**src/rtl/ah_func_ci_driver_pkg.sv**
```systemverilog
// ============================================================================
// Module : ah_func_ci_driver_pkg
// Brief  : Shared constants and FSM state type for the CI accumulation driver.
// Rev    : 1.0
// ============================================================================
`default_nettype none

package ah_func_ci_driver_pkg;

  localparam logic [31:0] c_float_zero      = 32'h0000_0000;
  localparam int          c_default_latency = 66;
  localparam int          c_default_lane_w  = 7;

  typedef enum logic [1:0] {
    ST_IDLE  = 2'd0,
    ST_RUN   = 2'd1,
    ST_DRAIN = 2'd2
  } state_t;

endpackage

`default_nettype wire

```
**src/rtl/ah_func_ci_driver_if.sv**
```systemverilog
// ============================================================================
// Module : ah_func_ci_driver_if
// Brief  : Sample stream, function-unit operand bus and partial-sum stream.
// Rev    : 1.0
// ============================================================================
`default_nettype none

interface ah_func_ci_driver_if
  import ah_func_ci_driver_pkg::*;
#(
  parameter int LANE_W = c_default_lane_w
);

  logic              x_valid;
  logic              x_ready;
  logic [31:0]       x_data;

  logic              ci_clk_en;
  logic [31:0]       ci_dataa;
  logic [31:0]       ci_datab;
  logic [31:0]       ci_result;

  logic              out_valid;
  logic              out_ready;
  logic [31:0]       out_data;
  logic [LANE_W-1:0] out_lane;
  logic              out_last;

  modport master (
    input  x_valid, x_data, ci_result, out_ready,
    output x_ready, ci_clk_en, ci_dataa, ci_datab,
           out_valid, out_data, out_lane, out_last
  );

  modport slave (
    output x_valid, x_data, ci_result, out_ready,
    input  x_ready, ci_clk_en, ci_dataa, ci_datab,
           out_valid, out_data, out_lane, out_last
  );

endinterface

`default_nettype wire

```
**src/rtl/ah_func_lane_tracker.sv**
```systemverilog
// ============================================================================
// Module : ah_func_lane_tracker
// Brief  : Pipeline slot counter, warm-up counter and per-lane emitted bitmap.
// Rev    : 1.0
// ============================================================================
`default_nettype none

module ah_func_lane_tracker
  import ah_func_ci_driver_pkg::*;
#(
  parameter int LATENCY = c_default_latency,
  parameter int LANE_W  = c_default_lane_w
) (
  input  logic              clk,
  input  logic              reset,
  input  logic              clear,
  input  logic              advance,
  input  logic              retire,
  output logic [LANE_W-1:0] slot,
  output logic              warm,
  output logic              warm_ending,
  output logic              cur_emitted,
  output logic              last_pending
);

  localparam int CNT_W = $clog2(LATENCY + 1);
  localparam logic [LANE_W-1:0] c_slot_max  = LANE_W'(LATENCY - 1);
  localparam logic [CNT_W-1:0]  c_lat       = CNT_W'(LATENCY);
  localparam logic [CNT_W-1:0]  c_lat_m1    = CNT_W'(LATENCY - 1);

  logic [LANE_W-1:0]  r_slot;
  logic [CNT_W-1:0]   r_warm_cnt;
  logic [LATENCY-1:0] r_emitted;
  logic [CNT_W-1:0]   w_pop;

  always_ff @(posedge clk or posedge reset) begin
    if (reset) begin
      r_slot     <= '0;
      r_warm_cnt <= '0;
      r_emitted  <= '0;
    end else if (clear) begin
      r_slot     <= '0;
      r_warm_cnt <= '0;
      r_emitted  <= '0;
    end else begin
      if (advance) begin
        r_slot <= (r_slot == c_slot_max) ? '0 : r_slot + 1'b1;
        if (r_warm_cnt != c_lat) begin
          r_warm_cnt <= r_warm_cnt + 1'b1;
        end
      end
      if (retire) begin
        r_emitted[r_slot] <= 1'b1;
      end
    end
  end

  always_comb begin
    w_pop = '0;
    for (int i = 0; i < LATENCY; i++) begin
      w_pop = w_pop + CNT_W'(r_emitted[i]);
    end
  end

  // warm_ending: the warm-up counter reaches LATENCY once this cycle's issue completes
  assign slot         = r_slot;
  assign warm         = (r_warm_cnt < c_lat);
  assign warm_ending  = (r_warm_cnt >= c_lat_m1);
  assign cur_emitted  = r_emitted[r_slot];
  assign last_pending = (w_pop == c_lat_m1);

endmodule

`default_nettype wire

```
**src/rtl/ah_func_ci_driver.sv**
```systemverilog
// ============================================================================
// Module : ah_func_ci_driver
// Brief  : Streams samples through a fixed-latency CI unit with interleaved sums.
// Rev    : 1.0
// ============================================================================
`default_nettype none

module ah_func_ci_driver
  import ah_func_ci_driver_pkg::*;
#(
  parameter int LATENCY = c_default_latency,
  parameter int LANE_W  = c_default_lane_w
) (
  input  logic                      clk,
  input  logic                      reset,
  input  logic                      start,
  input  logic [31:0]               n_samples,
  output logic                      busy,
  output logic                      done,
  ah_func_ci_driver_if.master       bus
);

  state_t      r_state, w_state_nxt;
  logic [31:0] r_n;
  logic [31:0] r_count;
  logic [31:0] w_count_nxt;
  logic        r_done, w_done_nxt;

  logic        w_clear;
  logic        w_advance;
  logic        w_accept_x;
  logic        w_accept_out;

  logic [LANE_W-1:0] w_slot;
  logic        w_warm, w_warm_ending, w_cur_emitted, w_last_pending;

  logic        w_x_ready, w_clk_en, w_out_valid, w_out_last;
  logic [31:0] w_dataa, w_datab, w_out_data;
  logic [LANE_W-1:0] w_out_lane;

  ah_func_lane_tracker #(
    .LATENCY (LATENCY),
    .LANE_W  (LANE_W)
  ) u_tracker (
    .clk          (clk),
    .reset        (reset),
    .clear        (w_clear),
    .advance      (w_advance),
    .retire       (w_accept_out),
    .slot         (w_slot),
    .warm         (w_warm),
    .warm_ending  (w_warm_ending),
    .cur_emitted  (w_cur_emitted),
    .last_pending (w_last_pending)
  );

  always_ff @(posedge clk or posedge reset) begin
    if (reset) begin
      r_state <= ST_IDLE;
      r_n     <= '0;
      r_count <= '0;
      r_done  <= 1'b0;
    end else begin
      r_state <= w_state_nxt;
      r_done  <= w_done_nxt;
      if (w_clear) begin
        r_n     <= n_samples;
        r_count <= '0;
      end else begin
        r_count <= w_count_nxt;
      end
    end
  end

  always_comb begin
    w_state_nxt  = r_state;
    w_done_nxt   = 1'b0;
    w_clear      = 1'b0;
    w_accept_x   = 1'b0;
    w_accept_out = 1'b0;
    w_count_nxt  = r_count;
    w_x_ready    = 1'b0;
    w_clk_en     = 1'b0;
    w_dataa      = c_float_zero;
    w_datab      = c_float_zero;
    w_out_valid  = 1'b0;
    w_out_data   = c_float_zero;
    w_out_lane   = '0;
    w_out_last   = 1'b0;

    case (r_state)
      ST_IDLE: begin
        if (start) begin
          w_clear     = 1'b1;
          w_state_nxt = ST_RUN;
        end
      end

      ST_RUN: begin
        w_clk_en    = 1'b1;
        w_x_ready   = (r_count < r_n);
        w_accept_x  = bus.x_valid & w_x_ready;
        // A +0.0 bubble leaves the lane's partial sum unchanged since f(0)=0
        w_dataa     = w_accept_x ? bus.x_data : c_float_zero;
        w_datab     = w_warm ? c_float_zero : bus.ci_result;
        w_count_nxt = r_count + 32'(w_accept_x);
        if ((w_count_nxt == r_n) && w_warm_ending) begin
          w_state_nxt = ST_DRAIN;
        end
      end

      ST_DRAIN: begin
        w_clk_en     = 1'b1;
        w_out_valid  = ~w_cur_emitted;
        w_out_data   = bus.ci_result;
        w_out_lane   = w_slot;
        w_out_last   = w_out_valid & w_last_pending;
        w_accept_out = w_out_valid & bus.out_ready;
        // Unaccepted lanes recirculate and come back around LATENCY cycles later
        w_datab      = (w_cur_emitted | w_accept_out) ? c_float_zero : bus.ci_result;
        if (w_accept_out && w_last_pending) begin
          w_done_nxt  = 1'b1;
          w_state_nxt = ST_IDLE;
        end
      end

      default: begin
        w_state_nxt = ST_IDLE;
      end
    endcase
  end

  assign w_advance = (r_state != ST_IDLE);

  assign busy          = (r_state != ST_IDLE);
  assign done          = r_done;
  assign bus.x_ready   = w_x_ready;
  assign bus.ci_clk_en = w_clk_en;
  assign bus.ci_dataa  = w_dataa;
  assign bus.ci_datab  = w_datab;
  assign bus.out_valid = w_out_valid;
  assign bus.out_data  = w_out_data;
  assign bus.out_lane  = w_out_lane;
  assign bus.out_last  = w_out_last;

endmodule

`default_nettype wire

```
**src/flat_wrapper.sv**
```systemverilog
// flat-port wrapper written by rule: the top's interface ports become plain ports
module ah_func_ci_driver_flat import ah_func_ci_driver_pkg::*;
#(
  parameter int LATENCY = c_default_latency,
  parameter int LANE_W  = c_default_lane_w
)
  (clk, reset, start, n_samples, busy, done, bus_x_valid, bus_x_data, bus_ci_result, bus_out_ready, bus_x_ready, bus_ci_clk_en, bus_ci_dataa, bus_ci_datab, bus_out_valid, bus_out_data, bus_out_lane, bus_out_last);
  ah_func_ci_driver_if #(.LANE_W(LANE_W)) bus_i ();
  input  logic clk;
  input  logic reset;
  input  logic start;
  input  logic [31:0] n_samples;
  output logic busy;
  output logic done;
  input wire logic [$bits(bus_i.x_valid)-1:0] bus_x_valid;
  input wire logic [$bits(bus_i.x_data)-1:0] bus_x_data;
  input wire logic [$bits(bus_i.ci_result)-1:0] bus_ci_result;
  input wire logic [$bits(bus_i.out_ready)-1:0] bus_out_ready;
  output wire logic [$bits(bus_i.x_ready)-1:0] bus_x_ready;
  output wire logic [$bits(bus_i.ci_clk_en)-1:0] bus_ci_clk_en;
  output wire logic [$bits(bus_i.ci_dataa)-1:0] bus_ci_dataa;
  output wire logic [$bits(bus_i.ci_datab)-1:0] bus_ci_datab;
  output wire logic [$bits(bus_i.out_valid)-1:0] bus_out_valid;
  output wire logic [$bits(bus_i.out_data)-1:0] bus_out_data;
  output wire logic [$bits(bus_i.out_lane)-1:0] bus_out_lane;
  output wire logic [$bits(bus_i.out_last)-1:0] bus_out_last;
  assign bus_i.x_valid = bus_x_valid;
  assign bus_i.x_data = bus_x_data;
  assign bus_i.ci_result = bus_ci_result;
  assign bus_i.out_ready = bus_out_ready;
  assign bus_x_ready = bus_i.x_ready;
  assign bus_ci_clk_en = bus_i.ci_clk_en;
  assign bus_ci_dataa = bus_i.ci_dataa;
  assign bus_ci_datab = bus_i.ci_datab;
  assign bus_out_valid = bus_i.out_valid;
  assign bus_out_data = bus_i.out_data;
  assign bus_out_lane = bus_i.out_lane;
  assign bus_out_last = bus_i.out_last;
  ah_func_ci_driver #(.LATENCY(LATENCY), .LANE_W(LANE_W)) u_core (.clk(clk), .reset(reset), .start(start), .n_samples(n_samples), .busy(busy), .done(done), .bus(bus_i));
endmodule
```
**config.mk**
```make
export PLATFORM = sky130hd
export DESIGN_NAME = ah_func_ci_driver_flat
export DESIGN_NICKNAME = d
export VERILOG_FILES = /design/src/rtl/ah_func_ci_driver_pkg.sv /design/src/rtl/ah_func_ci_driver_if.sv /design/src/rtl/ah_func_lane_tracker.sv /design/src/rtl/ah_func_ci_driver.sv /design/src/flat_wrapper.sv
export SDC_FILE = /design/constraint.sdc
export NUM_CORES = 1
export LEC_CHECK = 0
export CAP_MARGIN = 5
export CORE_MARGIN = 4
export CORE_UTILIZATION = 30
export DETAILED_ROUTE_END_ITERATION = 10
export DONT_BUFFER_PORTS = 1
export SETUP_SLACK_MARGIN = 0.15
export SYNTH_ARGS = -nofsm -noshare
export SYNTH_HDL_FRONTEND = slang
export SYNTH_SLANG_ARGS = --single-unit
export TNS_END_PERCENT = 30
```
**constraint.sdc**
```tcl
create_clock -name clk -period 6.5 [get_ports clk]
set_input_delay 1.3 -clock clk [delete_from_list [all_inputs] [get_ports clk]]
set_output_delay 1.3 -clock clk [all_outputs]
set_load 0.05 [all_outputs]
```
# Word-level counts from Yosys, hierarchy flattened
# Cells that the tools add are included.
dict set report classes {
  addsub 68
  magnitude_cmp 5
  eq_ne 9
  mux 34
  bitwise 6
  n_reduce_logical 12
}
# operator n
set ops {}
lappend ops {{$add A7 B1 Y7} 59}
lappend ops {{$mux W32} 7}
lappend ops {{$mux W66} 2}
lappend ops {{$or A66 B66 Y66} 1}
lappend ops {{$pmux W32 S2} 1}
lappend ops {{$mux W7} 7}
lappend ops {{$add A32 B1 Y32} 1}
lappend ops {{$eq A32 B32 Y1} 1}
lappend ops {{$lt A32 B32 Y1} 1}
lappend ops {{$add A7 B1 Y7 const B} 2}
lappend ops {{$eq A7 B7 Y1 const B} 2}
lappend ops {{$mux W1} 11}
lappend ops {{$reduce_bool A2 Y1} 5}
lappend ops {{$lt A7 B8 Y1 const B} 1}
lappend ops {{$add A6 B1 Y7} 1}
lappend ops {{$bmux W1 S7} 1}
lappend ops {{$demux W1 S7} 1}
lappend ops {{$ge A7 B1 Y1 const B} 1}
lappend ops {{$ge A7 B7 Y1 const B} 1}
lappend ops {{$lt A7 B7 Y1 const B} 1}
lappend ops {{$ne A7 B7 Y1 const B} 1}
lappend ops {{$add A5 B1 Y6} 1}
lappend ops {{$mux W2} 3}
lappend ops {{$pmux W2 S3} 1}
lappend ops {{16 further kinds} 21}
dict set report totals {
  regBits 147
  in_bits 101
  out_inout_bits 109
  word_cells 141
}

# Depth between registers and ports, before layout
dict set report logic_depth {
  ltp_word 69
  depth_mapped 25
  mapped_depth_nobuf 25
}

# Hierarchy
# Synthesis repeated with hierarchy kept, for this count alone.
dict set report unflattened {
  hier_cells 1268
  area_unflattened_um2 11264.6
}
# module instances cells_per_inst area_per_inst_um2 seq_area_each_um2
set by_module_without_submodules {}
lappend by_module_without_submodules {ah_func_lane_tracker 1 562 5657.9 2001.9}
lappend by_module_without_submodules {ah_func_ci_driver 1 706 5606.6 1676.6}

# Least setup slack after synthesis
# OpenSTA, ideal clock, no wires.
dict set report synth_path {
  kind {reg-to-output}
  from {register u_core.u_tracker.r_emitted[23]}
  to {output bus_out_last}
  arrival_time_ps 5918
  t_required_ps 5200
  slack_ps -718
  path_stages_with_launch 21
  path_buffers 0
  cell_sequence {dfrtp_1 > inv_1 > fa_1 > inv_1 > fa_1 > inv_1 > fa_1 > inv_1 > fa_1 > fa_1 > fa_1 > fa_1 > inv_1 > fa_1 > inv_1 > ha_1 > inv_1 > fa_1 > nand2_1 > a211oi_1 > and4_1}
}
dict set report synth_via {
  elab_chain_len 46
  word_cells_on_any_way 49
  cone_classes {add/sub (43); eq/ne (1); mux (3); bitwise (2)}
}
# element line_no
set synth_lines {}
lappend synth_lines {{from (decl)} ah_func_lane_tracker.sv:33} ;# logic [LATENCY-1:0] r_emitted;
lappend synth_lines {{from (signal assigned)} ah_func_lane_tracker.sv:40} ;# r_emitted <= '0;
lappend synth_lines {{from (signal assigned)} ah_func_lane_tracker.sv:44} ;# r_emitted <= '0;
lappend synth_lines {{from (signal, indexed assignment)} ah_func_lane_tracker.sv:53} ;# r_emitted[r_slot] <= 1'b1;
lappend synth_lines {{$add A7 B1 Y7 (43 in series)} ah_func_lane_tracker.sv:61} ;# w_pop = w_pop + CNT_W'(r_emitted[i]);
lappend synth_lines {{$eq A7 B7 Y1} ah_func_lane_tracker.sv:70} ;# assign last_pending = (w_pop == c_lat_m1);
lappend synth_lines {{$and A1 B1 Y1 (*)} ah_func_ci_driver.sv:117} ;# w_out_last = w_out_valid & w_last_pending;
lappend synth_lines {{$mux W1 (*)} ah_func_ci_driver.sv:91} ;# case (r_state)
lappend synth_lines {{to (decl)} flat_wrapper.sv:26} ;# output wire logic [$bits(bus_i.out_last)-1:0] bus_out_last;
# Mark *: on every way between the ends. The rest lies on a longest branch, timed or not. The select of a mux whose other input is x is not followed.

# Worst setup path in the final report
dict set report layout_path {
  from {register u_core.u_tracker.r_emitted[41]}
  to {output bus_out_last}
}
dict set report layout_via {
  elab_chain_len 28
  word_cells_on_any_way 31
  cone_classes {add/sub (25); eq/ne (1); mux (3); bitwise (2)}
}
# element line_no
set layout_lines {}
lappend layout_lines {{$add A7 B1 Y7 (25 in series)} ah_func_lane_tracker.sv:61}
lappend layout_lines {{$eq A7 B7 Y1} ah_func_lane_tracker.sv:70}
lappend layout_lines {{$and A1 B1 Y1 (*)} ah_func_ci_driver.sv:117}
lappend layout_lines {{$mux W1 (*)} ah_func_ci_driver.sv:91}
# Marks and branches as above.

==> run_results.csv <==
group,metric,value,unit
hold_path,hold_class,"flop to flop",
worst_setup_path,crit_slowest_cell,"fa_1",
logic_synthesis,async_reset_ff_share,100,%
cells_and_area,layoutNonFillerInstCount,1808,
worst_setup_path,slowest_delay,0.56,ns
sta,finalCritPeriodShare,117,%
power,power.total,3.47,mW
worst_setup_path,worstPathMaxFanout,3,
worst_setup_path,path_common_cell,"fa_1",
sta,max_freq,131,MHz
logic_synthesis,synth_flop_cell,"dfrtp_1",
cells_and_area,final_cell_mix,"inv_1, dfrtp_1, nor2_1",
clock_tree,htreeDepth,4,
sta,finalMaxSlewViolations,0,
worst_setup_path,ff2ff_path_depth,24,
job,max_cap_violations,0,
logic_synthesis,ys_seq_elements,147,
logic_synthesis,synthCells,1288,
sta,worst_slew_pin_slew,1.18,ns
power,p_comb_share,34.3,%
cells_and_area,mostFrequentLayoutCell,"inv_1",
sta,setup_slack,-1.11,ns
global_route,grt_pass1_wl,50300,microns
floorplan,die_w,201,microns
clock_tree,clock_latency,0.44,ns
sta,period_needed,7.61,ns
clock_tree,clk_pin_slew_worst_paths,0.07,ns
drt,via_count,9334,
drt,route.detailed.drc,0,
global_route,grt_pass1_vias,9146,
floorplan,core_region_area,36600,sq um
worst_setup_path,path_cells,"inv_2 -> fa_1 -> inv_1 -> fa_1 -> fa_1 -> fa_1 -> fa_1 -> fa_1 -> fa_1 -> inv_1 -> fa_1 -> inv_1 -> ha_2 -> inv_2 -> fa_2 -> nand2_1 -> a211oi_2 -> and4_4 -> buf_12",
clock_tree,cts_tree,"yes",
worst_setup_path,arrival,6.31,ns
worst_setup_path,critPathRequiredTime,5.20,ns
clock_tree,cts_num_sinks,147,
floorplan,core.rowCount,70,
global_route,antenna_found_initial,0,
status,violations,"setup timing",
power,power.internal,2.09,mW
cells_and_area,synthToLayoutAreaGrowth,14.9,%
sta,rsz0062_at_grt,"true",
worst_setup_path,crit_family,"adder cells",
drt,drt-initial-drc-count,899,
floorplan,initial_utilization,30.4,%
power,power_density,271,nW/um^2
logic_synthesis,synth_edf_count,0,
drt,ant_nets,0,
worst_setup_path,r2r-start,"u_core.u_tracker.r_emitted[41]",
worst_setup_path,startpoint_type,"flop",
logic_synthesis,syn_area,11100,sq um
hold_path,hold_end,"u_core.r_n[0]",
drt,routedWlPerCell,17.5,microns
power,p_clk_share,31.6,%
logic_synthesis,syn_avg_cell_area,8.64,sq um
hold_path,min_from,"u_core.r_n[0]",
placement,dp_hpwl,23900,microns
power,p_leak,5.92,nW
floorplan,die_area,40200,sq um
floorplan,io_pins,210,
power,p_seq_share,34.1,%
power,ir_drop,0.000198,V
worst_setup_path,critical_path_buf_inv_count,6,
power,p_sw_share,39.8,%
placement,place_inst,1777,
clock_tree,cts_buffer_depth,2,
sta,finalSetupTns,-1.63,ns
sta,finalHoldViolCount,0,
status,status,"finished with violations",
logic_synthesis,ys_seq_area_share,33.1,%
power,p_switching,1.38,mW
worst_setup_path,r2r_slack,-0.32,ns
worst_setup_path,critPathKind,"flop to output pin",
cells_and_area,insertedDiodeCount,0,
sta,setup_viol,3,
logic_synthesis,synth_warnings,0,
global_route,grtUsageTotal,15.3,%
clock_tree,hold_buffers,0,
clock_tree,numCtsBuffers,17,
global_route,grt.overflow.total,0,
clock_tree,root_buffer,"clkbuf_16",
logic_synthesis,synth.distinct_cells,73,
sta,relSlewSlack,21.6,%
worst_setup_path,critical_path.endpoint_type,"output pin",
hold_path,hold_depth,2,
drt,wl,31600,microns
drt,via_per_inst,5.16,
sta,fin_skew,0.0166,ns
placement,gp_congestion,0.865,
cells_and_area,drive_above_1_share,12.0,%
drt,drt_pass1_iterations,6,
global_route,grt_max_degree,97,
placement,portBuffers,0,
cells_and_area,finalNetCount,1542,
floorplan,dieHeight,201,microns
worst_setup_path,r2r-end,"u_core.r_state[0]",
logic_synthesis,synth_nets,1502,
## cells in the mapped netlist (all sizes together) (7+ instances only)
library cell,instances,area [sq um]
a21oi,20,100
mux2i,11,110
nor4,10,83.8
clkbuf,47,176
nand4,56,350
fa,56,1120
a21o,13,97.6
nand3,37,203
nor2,138,518
inv,165,619
nor2b,7,43.8
o21ai,99,495
nor3,15,90.1
o22ai,23,144
and2,45,282
buf,21,125
a31oi,15,93.8
ha,57,713
nand2,132,520
xor2,37,324
and3,8,50.1
xnor2,44,385
dfrtp,147,3680
## worst max path at each step
stage / start / to / depth (start not counted)
after detailed placement: u_core.u_tracker.r_emitted[11] / bus_out_last / 18
after global placement: u_core.u_tracker.r_emitted[53] / bus_out_last / 19
after global routing: u_core.u_tracker.r_emitted[41] / bus_out_last / 19
after floorplan: u_core.u_tracker.r_emitted[33] / bus_out_last / 18
final: u_core.u_tracker.r_emitted[41] / bus_out_last / 19
after CTS: u_core.u_tracker.r_emitted[41] / bus_out_last / 19
## layout make-up
class                           count  area, sq um
Multi-Input combinational cell    908         6570
Clock inverter                     13          199
Timing Repair Buffer               89          681
Sequential cell                   147         3680
Tap cell                          468          586
Fill cell                        3731        23800
Clock buffer                       18          439
Inverter                          165          624
## power by group through the flow
stage               Combinational [mW]  Sequential (mW)  Clock, mW
finish                            1.19             1.18       1.10
global route                      1.33             1.20       1.15
CTS                               1.20             1.18       1.12
detailed placement                1.19             1.20          0
global placement                  1.18             1.19          0
floorplan                        0.965             1.14          0
## registers in the layout, summed over array words and instances, names as in the netlist
name and flops:
u_core.done 1, u_core.r_count 32, u_core.r_n 32, u_core.r_state 2, u_core.u_tracker.r_emitted 66, u_core.u_tracker.r_warm_cnt 7
u_core.u_tracker.slot 7
## per-layer routing
metal	global-route usage, %	up-vias	wire (microns)	part of all wire, %
met2	25.3	358	15100	48
met3	3.31	47	2070	6.5
met1	20.2	4545	13700	44
met4	4.30	0	665	2.1
met5	0	-	0	0
li1	-	4384	-	-
## per-stage QoR
stage	area [sq um]	util, %	setup WS, ns	hold WS, ns
2_1_floorplan	11100	-	-0.503	0.482
3_3_place_gp	12100	33.1	-0.658	0.512
3_5_place_dp	12100	33.1	-0.706	0.524
4_1_cts	12800	34.9	-1.16	0.538
5_1_grt	12800	34.9	-1.31	0.574
6_report	12800	34.9	-1.11	0.539
## kinds of logic (layout without fill, tap and decap cells)
family                   Yosys count  in the layout  share of synthesized area, %
AND/OR/NAND/NOR                  480            480                          21.5
flip-flops                       147            147                          33.1
buffers and inverters            233            285                          8.28
multiplexers                      21             21                          2.68
adder cells (fa/ha/maj)          113            113                          16.5
XOR/XNOR                          81             81                          6.38
AO/OA/AOI/OAI                    213            213                          11.6
## worst reg2reg max path: cells and delay by family (launching register included)
kind / cells / cell delay (ns)
buffers and inverters: 6 / 0.42
DFF: 1 / 0.36
adders and majority gates: 10 / 4.58
AOI/OAI and AO/OA: 5 / 1.18
and+or+nand+nor: 3 / 0.21
## repair_timing
action,in CTS,in global routing
setup buffers,0,0
resized for setup,2,5
setup endpoints to repair,3,3
pin swaps,1,2
No activity file was read; power rests on OpenSTA's default activity.
